[src/rtl/trace_uart.sv]
//------------------------------------------------------------------------------
// Module   : trace_uart
// Brief    : Buffers picorv32 trace beats in a FIFO and prints each one as an
//            uppercase hex line (9 digits, CR, LF) on an 8N1 UART TX pin.
//            Optional macro TRACE_UART_OVF_MARK_EN prefixes '!' to the first
//            line started after a dropped beat.
// Revision : 1.0 - initial release
//------------------------------------------------------------------------------
`default_nettype none

module trace_uart #(
  parameter int BAUD_DIV   = 434,
  parameter int FIFO_DEPTH = 16,
  parameter int FIFO_AW    = 4
) (
  input  logic        clk,
  input  logic        resn,
  input  logic        trace_valid,
  input  logic [35:0] trace_data,
  output logic        serialOut,
  output logic        busy,
  output logic [15:0] overflow_count
);

  localparam int               BW        = $clog2(BAUD_DIV);
  localparam logic [BW-1:0]    BAUD_LAST = BW'(BAUD_DIV - 1);
  localparam logic [FIFO_AW:0] FIFO_FULL = (FIFO_AW + 1)'(FIFO_DEPTH);

  localparam logic [1:0] S_IDLE  = 2'd0;
  localparam logic [1:0] S_START = 2'd1;
  localparam logic [1:0] S_DATA  = 2'd2;
  localparam logic [1:0] S_STOP  = 2'd3;

  logic [1:0]         state, state_nxt;
  logic [35:0]        mem [FIFO_DEPTH];
  logic [FIFO_AW-1:0] wr_ptr, rd_ptr;
  logic [FIFO_AW:0]   count;
  logic [BW-1:0]      baud_cnt;
  logic [2:0]         bit_idx;
  logic [3:0]         char_idx;
  logic [35:0]        line;
  logic               line_mark;
  logic [3:0]         pos;
  logic [3:0]         last_idx;
  logic [7:0]         cur_char;
  logic               tx_d;
  logic               tick, full, pop, push, drop, char_done, line_done;

  assign full      = (count == FIFO_FULL);
  assign pop       = (state == S_IDLE) && (count != '0);
  assign push      = trace_valid && !full;
  assign drop      = trace_valid && full;
  assign tick      = (baud_cnt == BAUD_LAST);
  assign char_done = (state == S_STOP) && tick;
  assign last_idx  = line_mark ? 4'd11 : 4'd10;
  assign line_done = char_done && (char_idx == last_idx);
  assign pos       = char_idx - {3'b000, line_mark};
  assign busy      = (state != S_IDLE) || (count != '0);

`ifdef TRACE_UART_OVF_MARK_EN
  logic drop_flag;

  // A drop on the same edge as the pop re-arms the flag for the following line.
  always_ff @(posedge clk) begin
    if (!resn) begin
      drop_flag <= 1'b0;
      line_mark <= 1'b0;
    end else begin
      if (drop)
        drop_flag <= 1'b1;
      else if (pop)
        drop_flag <= 1'b0;
      if (pop)
        line_mark <= drop_flag;
    end
  end
`else
  assign line_mark = 1'b0;
`endif

  // The line register shifts left after each hex digit, so the next digit is always [35:32].
  always_comb begin
    cur_char = 8'h21;
    if (pos < 4'd9)
      cur_char = (line[35:32] < 4'd10) ? {4'h3, line[35:32]} : (8'h37 + {4'h0, line[35:32]});
    else if (pos == 4'd9)
      cur_char = 8'h0D;
    else if (pos == 4'd10)
      cur_char = 8'h0A;
  end

  always_ff @(posedge clk) begin
    if (!resn)
      state <= S_IDLE;
    else
      state <= state_nxt;
  end

  always_comb begin
    state_nxt = state;
    case (state)
      S_IDLE:  if (count != '0) state_nxt = S_START;
      S_START: if (tick) state_nxt = S_DATA;
      S_DATA:  if (tick && (bit_idx == 3'd7)) state_nxt = S_STOP;
      default: if (tick) state_nxt = line_done ? S_IDLE : S_START;
    endcase
  end

  // Next value of the registered TX pin, derived from the state being entered.
  always_comb begin
    tx_d = serialOut;
    case (state_nxt)
      S_START: tx_d = 1'b0;
      S_DATA: begin
        if (state == S_START)
          tx_d = cur_char[0];
        else if (tick)
          tx_d = cur_char[bit_idx + 3'd1];
      end
      default: tx_d = 1'b1;
    endcase
  end

  always_ff @(posedge clk) begin
    if (!resn) begin
      wr_ptr         <= '0;
      rd_ptr         <= '0;
      count          <= '0;
      baud_cnt       <= '0;
      bit_idx        <= '0;
      char_idx       <= '0;
      line           <= '0;
      serialOut      <= 1'b1;
      overflow_count <= '0;
    end else begin
      serialOut <= tx_d;
      if (push)
        wr_ptr <= wr_ptr + 1'b1;
      if (pop)
        rd_ptr <= rd_ptr + 1'b1;
      if (push && !pop)
        count <= count + 1'b1;
      else if (pop && !push)
        count <= count - 1'b1;
      if (drop && (overflow_count != 16'hFFFF))
        overflow_count <= overflow_count + 16'd1;
      baud_cnt <= ((state == S_IDLE) || tick) ? '0 : baud_cnt + 1'b1;
      if ((state == S_DATA) && tick)
        bit_idx <= bit_idx + 3'd1;
      if (pop) begin
        line     <= mem[rd_ptr];
        char_idx <= '0;
      end else if (char_done) begin
        char_idx <= char_idx + 4'd1;
        if (pos < 4'd9)
          line <= {line[31:0], 4'h0};
      end
    end
  end

  always_ff @(posedge clk) begin
    if (push)
      mem[wr_ptr] <= trace_data;
  end

endmodule

`default_nettype wire

[config.mk]
export PLATFORM = sky130hd
export DESIGN_NAME = trace_uart
export DESIGN_NICKNAME = d
export VERILOG_FILES = /design/src/rtl/trace_uart.sv
export SDC_FILE = /design/constraint.sdc
export NUM_CORES = 1
export LEC_CHECK = 0
export CAP_MARGIN = 5
export CORE_ASPECT_RATIO = 1.4
export CORE_MARGIN = 4
export CORE_UTILIZATION = 45
export DETAILED_ROUTE_END_ITERATION = 12
export PLACE_DENSITY_LB_ADDON = 0.1
export SLEW_MARGIN = 0
export SYNTH_ARGS = -nofsm -noshare
export SYNTH_HDL_FRONTEND = slang
export SYNTH_SLANG_ARGS = --single-unit
export TNS_END_PERCENT = 10
[constraint.sdc]
create_clock -name clk -period 10.1 [get_ports clk]
set_input_delay 3.03 -clock clk [delete_from_list [all_inputs] [get_ports clk]]
set_output_delay 3.03 -clock clk [all_outputs]
set_load 0.005 [all_outputs]
==> metrics.yaml, run 1 <==
status: "finished clean"
ys_seq_area_frac: 0.7372
yosys_warnings: 0
overflow: 0
htreeDepth: 3
p_sw_frac: 0.2719
vias: 12610
floorplan.initialDensity: 0.4559
dr.pass1.iters: 5
portBuffers: 56
setup_viol: 0
synthArstFlopShare: 0
p_sw_mw: 1.905
maxCapViolCount: 0
hold_buffers: 0
cts_tree: "done"
synthCells: 1323
power_density_nw_per_um2: 238.7
ant_nets: 0
final_core_util: 0.5179
cts_buffers: 66
hpwl_um: 36040
startpoint_type: "input port"
io_pins: 57
power_frac_comb: 0.198
ir_drop_uv: 142.5
fin_tns_setup_ns: 0
period_share: 0.5253
max_freq_mhz: 188.5
coreArea_um2: 56700
rsz0062_at_grt: "no"
rows: 103
yosysTopAreaCellShare: 0.6690
layout-drive-gt1-share: 0.2249
netlist.top_cell.by_area: "edfxtp_1"
critPathKind: "in2reg"
antenna_found_initial: 0
synth_fp_nets: 1382
end_kind: "register"
clockPowerShare: 0.334
internal-power_mw: 5.103
worst_slew_pin_slew_ns: 1.049
avgViaCountPerCell: 5.759
die_h_um: 291.6
cellLeakagePower_nw: 9.056
die_area_um2: 61400
ys_seq_elements: 664
ys_types: 61
die_x_um: 210.6
nNetsFinal: 1466
grt_pass1_vias: 13230
hold_viol_final: 0
slew_headroom: 0.3006
drv_slew: 0
grt_start_max_net_pins: 68
clock_latency_ns: 0.61
num_antenna_cells: 0
syn_to_final_growth_pct: 13.58
clock_skew_ns: 0.02195
cts_num_sinks: 664
synth_edf_count: 576
syn-cell-area_um2: 25850
syn_avg_cell_area_um2: 19.54
post_cts_resize_count: 0
drcViolationCount: 0
cp.arrival_ns: 5.54
place_congestion: 0.7731
cts_setup_buffers: 0
root_buffer: "clkbuf_16"
hold_path_class: "reg2reg"
synth_most_common_cell: "edfxtp_1"
synth_top_cells_by_count: "edfxtp_1 (576), mux4_2 (171), dfxtp_1 (88), nor2_1 (76), nand2_1 (62)"
clk_pin_slew_worst_paths_ns: 0.06
postRouteWirelength_um: 60060
synth_ff_type: "edfxtp_1"
crit_fanout: 28
wl_per_cell_um: 27.44
grt_pass1_wl_um: 88760
cp.required_ns: 10.33
pwr-share-seq: 0.467
synth_area_leaders: "edfxtp_1 (67%), mux4_2 (15%), dfxtp_1 (6.8%)"
drt_iter0_drc: 1119
grt_usage: 0.1971
fin_crit_ns: 5.305
clockBufferDepth: 3
routing by layer:
layer,wire (um),global-route usage,part of all wire
met1,24570,0.2569,0.41
met4,1482,0.06296,0.025
met5,0,0,0
met2,31840,0.3439,0.53
met3,2174,0.02837,0.036
worst paths after layout:
| kind | from | to | slack (ns) | depth (start not counted) |
|---|---|---|---|---|
| max | trace_valid | mem[3][11]$_DFFE_PP_ | 4.79 | 6 |
| min | line[2]$_SDFFE_PN0P_ | line[2]$_SDFFE_PN0P_ | 0.46 | 2 |
| max reg2reg | register | line[30]$_SDFFE_PN0P_ | 6.32 | 6 |
| min reg2reg | line[2]$_SDFFE_PN0P_ | line[2]$_SDFFE_PN0P_ | 0.46 | 2 |
area by class of cell:
type	instances	area (um^2)
clock inverters	34	311.5
fillers	4599	27340
inverters	17	63.81
multi-input cells	573	6491
clock buffers	81	1729
flip-flops and latches	664	19070
well taps	735	919.6
repair buffers	85	778.2
cell families (layout without fill, tap and decap cells):
| kind of cell | count (synthesis) | count (layout) | share of synthesized area |
|---|---|---|---|
| muxes | 182 | 182 | 0.1532 |
| xor gates and xnor gates | 33 | 33 | 0.01118 |
| AOI/OAI and AO/OA | 120 | 120 | 0.03228 |
| buffers and inverters | 86 | 217 | 0.01626 |
| DFF | 664 | 664 | 0.7372 |
| adders and majority gates | 20 | 20 | 0.009970 |
| and+or+nand+nor | 218 | 218 | 0.03993 |
sequential cells by signal (all words and copies together) (netlist names), named ones only:
register and count:
mem 576, line 36, overflow_count 16, baud_cnt 9, count 5, char_idx 4
rd_ptr 4, wr_ptr 4, bit_idx 3, state 2, serialOut 1
critical path, stage by stage:
cell and delay, ns:
clkdlybuf4s50_1 0.49, a21boi_1 0.17, buf_4 0.20, nand2_1 0.29
nor3_2 0.71, buf_4 0.59
per-stage QoR:
stage	hold slack, ns	power [mW]	instance area [um^2]	setup WS (ns)	cells
5_1_grt	0.4846	7.324	29360	4.587	2189
3_3_place_gp	0.4467	4.759	27320	4.161	2074
3_5_place_dp	0.4523	4.764	27320	4.142	2074
2_1_floorplan	0.4357	4.293	25850	3.430	1323
4_1_cts	0.4611	7.122	29360	4.773	2189
6_report	0.4568	7.008	29360	4.795	2189
layout by cell type (no fill, tap or decap), types with 20 or more instances in the layout:
master             n
edfxtp_1         576
mux4_2           171
dfxtp_1           84
clkbuf_16         67
nor2_1            64
nand2_1           62
clkdlybuf4s50_1   56
a21oi_1           38
buf_4             29
a22oi_1           21
xor2_1            20
power groups by stage:
stage | combinational (mW) | clock, mW | sequential (mW)
3_3_place_gp | 1.42 | 0 | 3.33
6_report | 1.39 | 2.34 | 3.28
3_5_place_dp | 1.43 | 0 | 3.34
4_1_cts | 1.43 | 2.41 | 3.28
2_1_floorplan | 1.05 | 0 | 3.24
5_1_grt | 1.50 | 2.52 | 3.30
(Power assumes the default switching activity.)
==> inputs of run 2 (changes only) <==
clock period = 5.5 ns   (was 10.1 ns; I/O delays follow)
==> metrics.yaml, run 2 (same netlist as run 1, synthesis figures left out) <==
status: "finished clean"
final_common_cell: "edfxtp_1"
vias: 12650  # +0.34%
clockBufferDepth: 3  # unchanged
cellLeakagePower_nw: 9.188  # +1.5%
cp.required_ns: 3.85  # -6.48 ns
regMostFlops: "mem"
power_density_nw_per_um2: 448.1  # +88%
seqCellArea_um2: 19070  # unchanged
die_h_um: 291.6  # unchanged
maxCapViolCount: 0  # unchanged
fin_crit_ns: 3.819
portBuffers: 56  # unchanged
num_antenna_cells: 0  # unchanged
grt_usage: 0.2061  # +0.008948
setup_viol: 0  # unchanged
power_mw: 13.29  # +90%
post_cts_resize_count: 0  # unchanged
period_share: 0.6944
clk_pin_slew_worst_paths_ns: 0.06  # about the same
end_kind: "primary output"
slew_headroom: 0.3808  # +0.08019
coreArea_um2: 56700  # unchanged
die_area_um2: 61400  # unchanged
overflow: 0  # unchanged
clock_latency_ns: 0.60  # about the same
antenna_found_initial: 1  # +1
dr.pass1.iters: 5  # unchanged
clock_skew_ns: 0.01731  # -0.004644 ns
p_sw_mw: 3.617  # +90%
drcViolationCount: 0  # unchanged
drt_iter0_drc: 856  # -24%
rows: 103  # unchanged
crit_fanout: 4  # -86%
grt.busiest_layer: "met2"
avgViaCountPerCell: 5.750  # -0.16%
fin_ws_ns: 1.681  # -3.114 ns
worst_slew_pin_slew_ns: 0.9259  # -0.1232 ns
hold_ws_ns: 0.4612  # +0.004440 ns
floorplan.initialDensity: 0.4559  # unchanged
use_met3: 0.02472  # -0.003654
pwr-share-seq: 0.450  # -0.017
grt_pass1_wl_um: 91850  # +3.5%
ir_drop_uv: 269.6  # +89%
reg.largest.list: "mem x576, line x36, overflow_count x16"
cp.arrival_ns: 2.17  # -3.37 ns
fin_tns_setup_ns: 0  # unchanged
multiInputGateArea_um2: 6491  # unchanged
io_pins: 57  # unchanged
postRouteWirelength_um: 62990  # +4.9%
rsz0062_at_grt: "no"
power_frac_comb: 0.206  # +0.008
nNetsFinal: 1472  # +0.41%
clockPowerShare: 0.344  # +0.010
critPathKind: "reg2out"
grt_use_met1: 0.2590  # +0.002037
drv_slew: 0  # unchanged
cts_tree: "done"
fin_cells: 2200  # +0.50%
startpoint_type: "register"
htreeDepth: 3  # unchanged
largest_reg_flops: 576  # unchanged
grt_start_max_net_pins: 67  # -1.5%
max_freq_mhz: 261.8
hold_path_class: "reg2reg"
cts_buffers: 67  # +1.5%
cts_setup_buffers: 0  # unchanged
p_sw_frac: 0.2722  # +0.0002968
die_x_um: 210.6  # unchanged
hold_viol_final: 0  # unchanged
fillers: 4465  # -2.9%
cts_num_sinks: 664  # unchanged
ant_nets: 0  # unchanged
syn_to_final_growth_pct: 14.72
dp.cells: 2079  # +0.24%
final_cell_mix: "edfxtp_1 (576), mux4_2 (171), dfxtp_1 (84)"
grt_use_met2: 0.3745  # +0.03054
place_ws_ns: 1.175  # -2.967 ns
hold_buffers: 0  # unchanged
wl_per_cell_um: 28.63  # +4.3%
layout-drive-gt1-share: 0.2259  # +0.001042
root_buffer: "clkbuf_16"
place_congestion: 0.7888  # +2.0%
internal-power_mw: 9.672  # +90%
grt_pass1_vias: 13130  # -0.75%
hpwl_um: 40430  # +12%
==> run 2: path summary, 6_finish.rpt <==
check | to | startpoint | depth (start not counted) | slack [ns]
min | line[2]$_SDFFE_PN0P_ | line[2]$_SDFFE_PN0P_ | 2 | 0.46
min reg2reg | line[2]$_SDFFE_PN0P_ | line[2]$_SDFFE_PN0P_ | 2 | 0.46
max reg2reg | count[4]$_SDFFE_PN0P_ | count[0]$_SDFFE_PN0P_ | 14 | 1.88
max | busy | count[0]$_SDFFE_PN0P_ | 4 | 1.68
==> run 2: metrics by stage <==
stage / util / cell area, um^2
after CTS: 0.5230 / 29660
after global routing: 0.5230 / 29660
after detailed placement: 0.4845 / 27470
after floorplan: - / 25850
after global placement: 0.4845 / 27470
final: 0.5230 / 29660
==> run 2: final cells by class <==
class | count | area share
Clock inverter | 29 | 0.01076
Timing Repair Buffer | 90 | 0.03130
Clock buffer | 92 | 0.06290
Multi-Input combinational cell | 573 | 0.2189
Sequential cell | 664 | 0.6430
Inverter | 17 | 0.002152
Tap cell | 735 | 0.03101
==> run 2: layer usage <==
| layer | vias up | share of wire |
|---|---|---|
| met5 | - | 0 |
| met4 | 0 | 0.024 |
| met3 | 68 | 0.033 |
| met2 | 263 | 0.55 |
| met1 | 6767 | 0.39 |
| li1 | 5551 | - |
==> run 2: worst max-delay path, stage by stage, from the launching register on <==
cell and delay [ns]:
dfxtp_1 0.34, nor4_2 0.41, and2b_1 0.26, nand2_1 0.08, clkdlybuf4s50_1 0.48
==> run 2: power by group through the flow <==
stage | registers, mW | logic (mW) | clock network, mW
final | 5.98 | 2.73 | 4.57
after global routing | 6.01 | 2.92 | 4.89
after CTS | 5.99 | 2.81 | 4.67
after detailed placement | 6.09 | 2.80 | 0
after global placement | 6.08 | 2.81 | 0
after floorplan | 5.95 | 1.94 | 0
==> inputs of run 3 (changes only) <==
clock period = 3.25 ns   (was 5.5 ns; I/O delays follow)
==> metrics.yaml, run 3 (same netlist as run 1, synthesis figures left out) <==
status: "finished clean"
die_area_um2: 61400  # unchanged
hold_ws_ns: 0.4560  # -0.005235 ns
final_common_cell: "edfxtp_1"
startpoint_type: "register"
clock_latency_ns: 0.60  # about the same
cp.arrival_ns: 2.16  # about the same
nNetsFinal: 1508  # +2.4%
grt_start_max_net_pins: 67  # unchanged
post_cts_resize_count: 0  # unchanged
max_freq_mhz: 319.5
num_antenna_cells: 0  # unchanged
portBuffers: 56  # unchanged
clock_skew_ns: 0.01746  # +0.0001515 ns
cts_buffers: 66  # -1.5%
final_area_um2: 30120  # +1.5%
hold_buffers: 0  # unchanged
r2r_setup_slack_ns: 0.49  # -1.39 ns
hold_depth: 2  # unchanged
place_area_um2: 28000  # +1.9%
r2r_end: "count[4]$_SDFFE_PN0P_"
fillers: 4470  # +0.11%
floorplan.initialDensity: 0.4559  # unchanged
cp.required_ns: 2.27  # -1.58 ns
layout-drive-gt1-share: 0.2487  # +0.02273
rsz0062_at_grt: "no"
crit_fanout: 4  # unchanged
htreeDepth: 3  # unchanged
avgViaCountPerCell: 5.702  # -0.82%
min_from: "line[0]$_SDFFE_PN0P_"
hold_viol_final: 0  # unchanged
regMostFlops: "mem"
final_core_util: 0.5311  # +0.008054
power_frac_comb: 0.210  # +0.004
pwr-share-seq: 0.455  # +0.005
maxCapViolCount: 0  # unchanged
hold_path_class: "reg2reg"
grt_pass1_wl_um: 86480  # -5.9%
drt_iter0_drc: 1028  # +20%
largest_reg_flops: 576  # unchanged
cts_setup_buffers: 0  # unchanged
io_pins: 57  # unchanged
clockPowerShare: 0.336  # -0.008
p_sw_mw: 5.895  # +63%
clockBufferDepth: 3  # unchanged
multiInputGateArea_um2: 6516  # +0.39%
cts_num_sinks: 664  # unchanged
coreArea_um2: 56700  # unchanged
cts_tree: "done"
dr.pass1.iters: 5  # unchanged
ant_nets: 0  # unchanged
rows: 103  # unchanged
r2r-start: "count[0]$_SDFFE_PN0P_"
hpwl_um: 36840  # -8.9%
internal-power_mw: 16.32  # +69%
power_density_nw_per_um2: 737.6  # +65%
place_congestion: 0.7717  # -2.2%
wl_per_cell_um: 25.93  # -9.4%
power_mw: 22.21  # +67%
period_share: 0.9632
slew_headroom: 0.4661  # +0.08531
grt_pass1_vias: 13300  # +1.3%
p_sw_frac: 0.2654  # -0.006819
ir_drop_uv: 473.7  # +76%
postRouteWirelength_um: 57940  # -8.0%
end_kind: "primary output"
clk_pin_slew_worst_paths_ns: 0.06  # about the same
vias: 12750  # +0.76%
seqCellArea_um2: 19070  # unchanged
setup_viol: 0  # unchanged
syn_to_final_growth_pct: 16.48
worst_slew_pin_slew_ns: 0.7984  # -0.1276 ns
grt_usage: 0.1901  # -0.01600
critPathKind: "reg2out"
cellLeakagePower_nw: 9.395  # +2.3%
die_h_um: 291.6  # unchanged
die_x_um: 210.6  # unchanged
drv_slew: 0  # unchanged
reg.largest.list: "mem x576, line x36, overflow_count x16"
antenna_found_initial: 0  # -1
final_cell_mix: "edfxtp_1 (576), mux4_2 (171), dfxtp_1 (84)"
drcViolationCount: 0  # unchanged
overflow: 0  # unchanged
root_buffer: "clkbuf_16"
min_to: "line[0]$_SDFFE_PN0P_"
fin_crit_ns: 3.130
reg2reg_depth: 13  # -1
[run 3: worst max-delay path by stage]
stage                     startpoint                    end  slack (ns)  cells after the start
2_1_floorplan            trace_valid   mem[15][0]$_DFFE_PP_       -0.40                      3
3_3_place_gp             trace_valid  count[4]$_SDFFE_PN0P_       -0.14                     11
3_5_place_dp             trace_valid  count[4]$_SDFFE_PN0P_       -0.09                     11
4_1_cts        count[0]$_SDFFE_PN0P_                   busy        0.05                      4
5_1_grt        count[0]$_SDFFE_PN0P_                   busy       0.002                      4
6_report       count[0]$_SDFFE_PN0P_                   busy        0.12                      4
[run 3: metrics by stage]
step           setup WS, ns  instances  setup TNS [ns]
2_1_floorplan       -0.4037       1323         -192.14
3_3_place_gp        -0.1391       2116         -0.1504
3_5_place_dp       -0.08760       2116        -0.08760
4_1_cts             0.04797       2235               0
5_1_grt            0.002361       2235               0
6_report             0.1197       2235               0
[run 3: cell type report]
class | instances | area share
repair buffers | 127 | 0.04753
clock buffers | 87 | 0.06132
flip-flops and latches | 664 | 0.6333
well taps | 735 | 0.03054
clock inverters | 32 | 0.008850
inverters | 17 | 0.002119
multi-input cells | 573 | 0.2164
[run 3: metal layers]
metal / vias to the layer above / track usage / wire length [um] / share of wire
met5: - / 0 / 0 / 0
met2: 268 / 0.3293 / 30680 / 0.53
met1: 6776 / 0.2514 / 23590 / 0.41
met4: 0 / 0.06059 / 1337 / 0.023
li1: 5623 / - / - / -
met3: 78 / 0.02515 / 2338 / 0.040
[run 3: worst max-delay path, cell delays in order, from the launching register on]
cell and delay, ns:
dfxtp_1 0.36, nor4_2 0.42, and2b_1 0.26, nand2_1 0.07, clkdlybuf4s50_1 0.46
[run 3: power groups by stage]
| stage | registers (mW) | clock network, mW | logic (mW) |
|---|---|---|---|
| after floorplan | 10.1 | 0 | 3.28 |
| after global placement | 10.3 | 0 | 4.74 |
| after detailed placement | 10.3 | 0 | 4.77 |
| after CTS | 10.1 | 7.65 | 4.79 |
| after global routing | 10.2 | 7.98 | 5.06 |
| final | 10.1 | 7.45 | 4.66 |
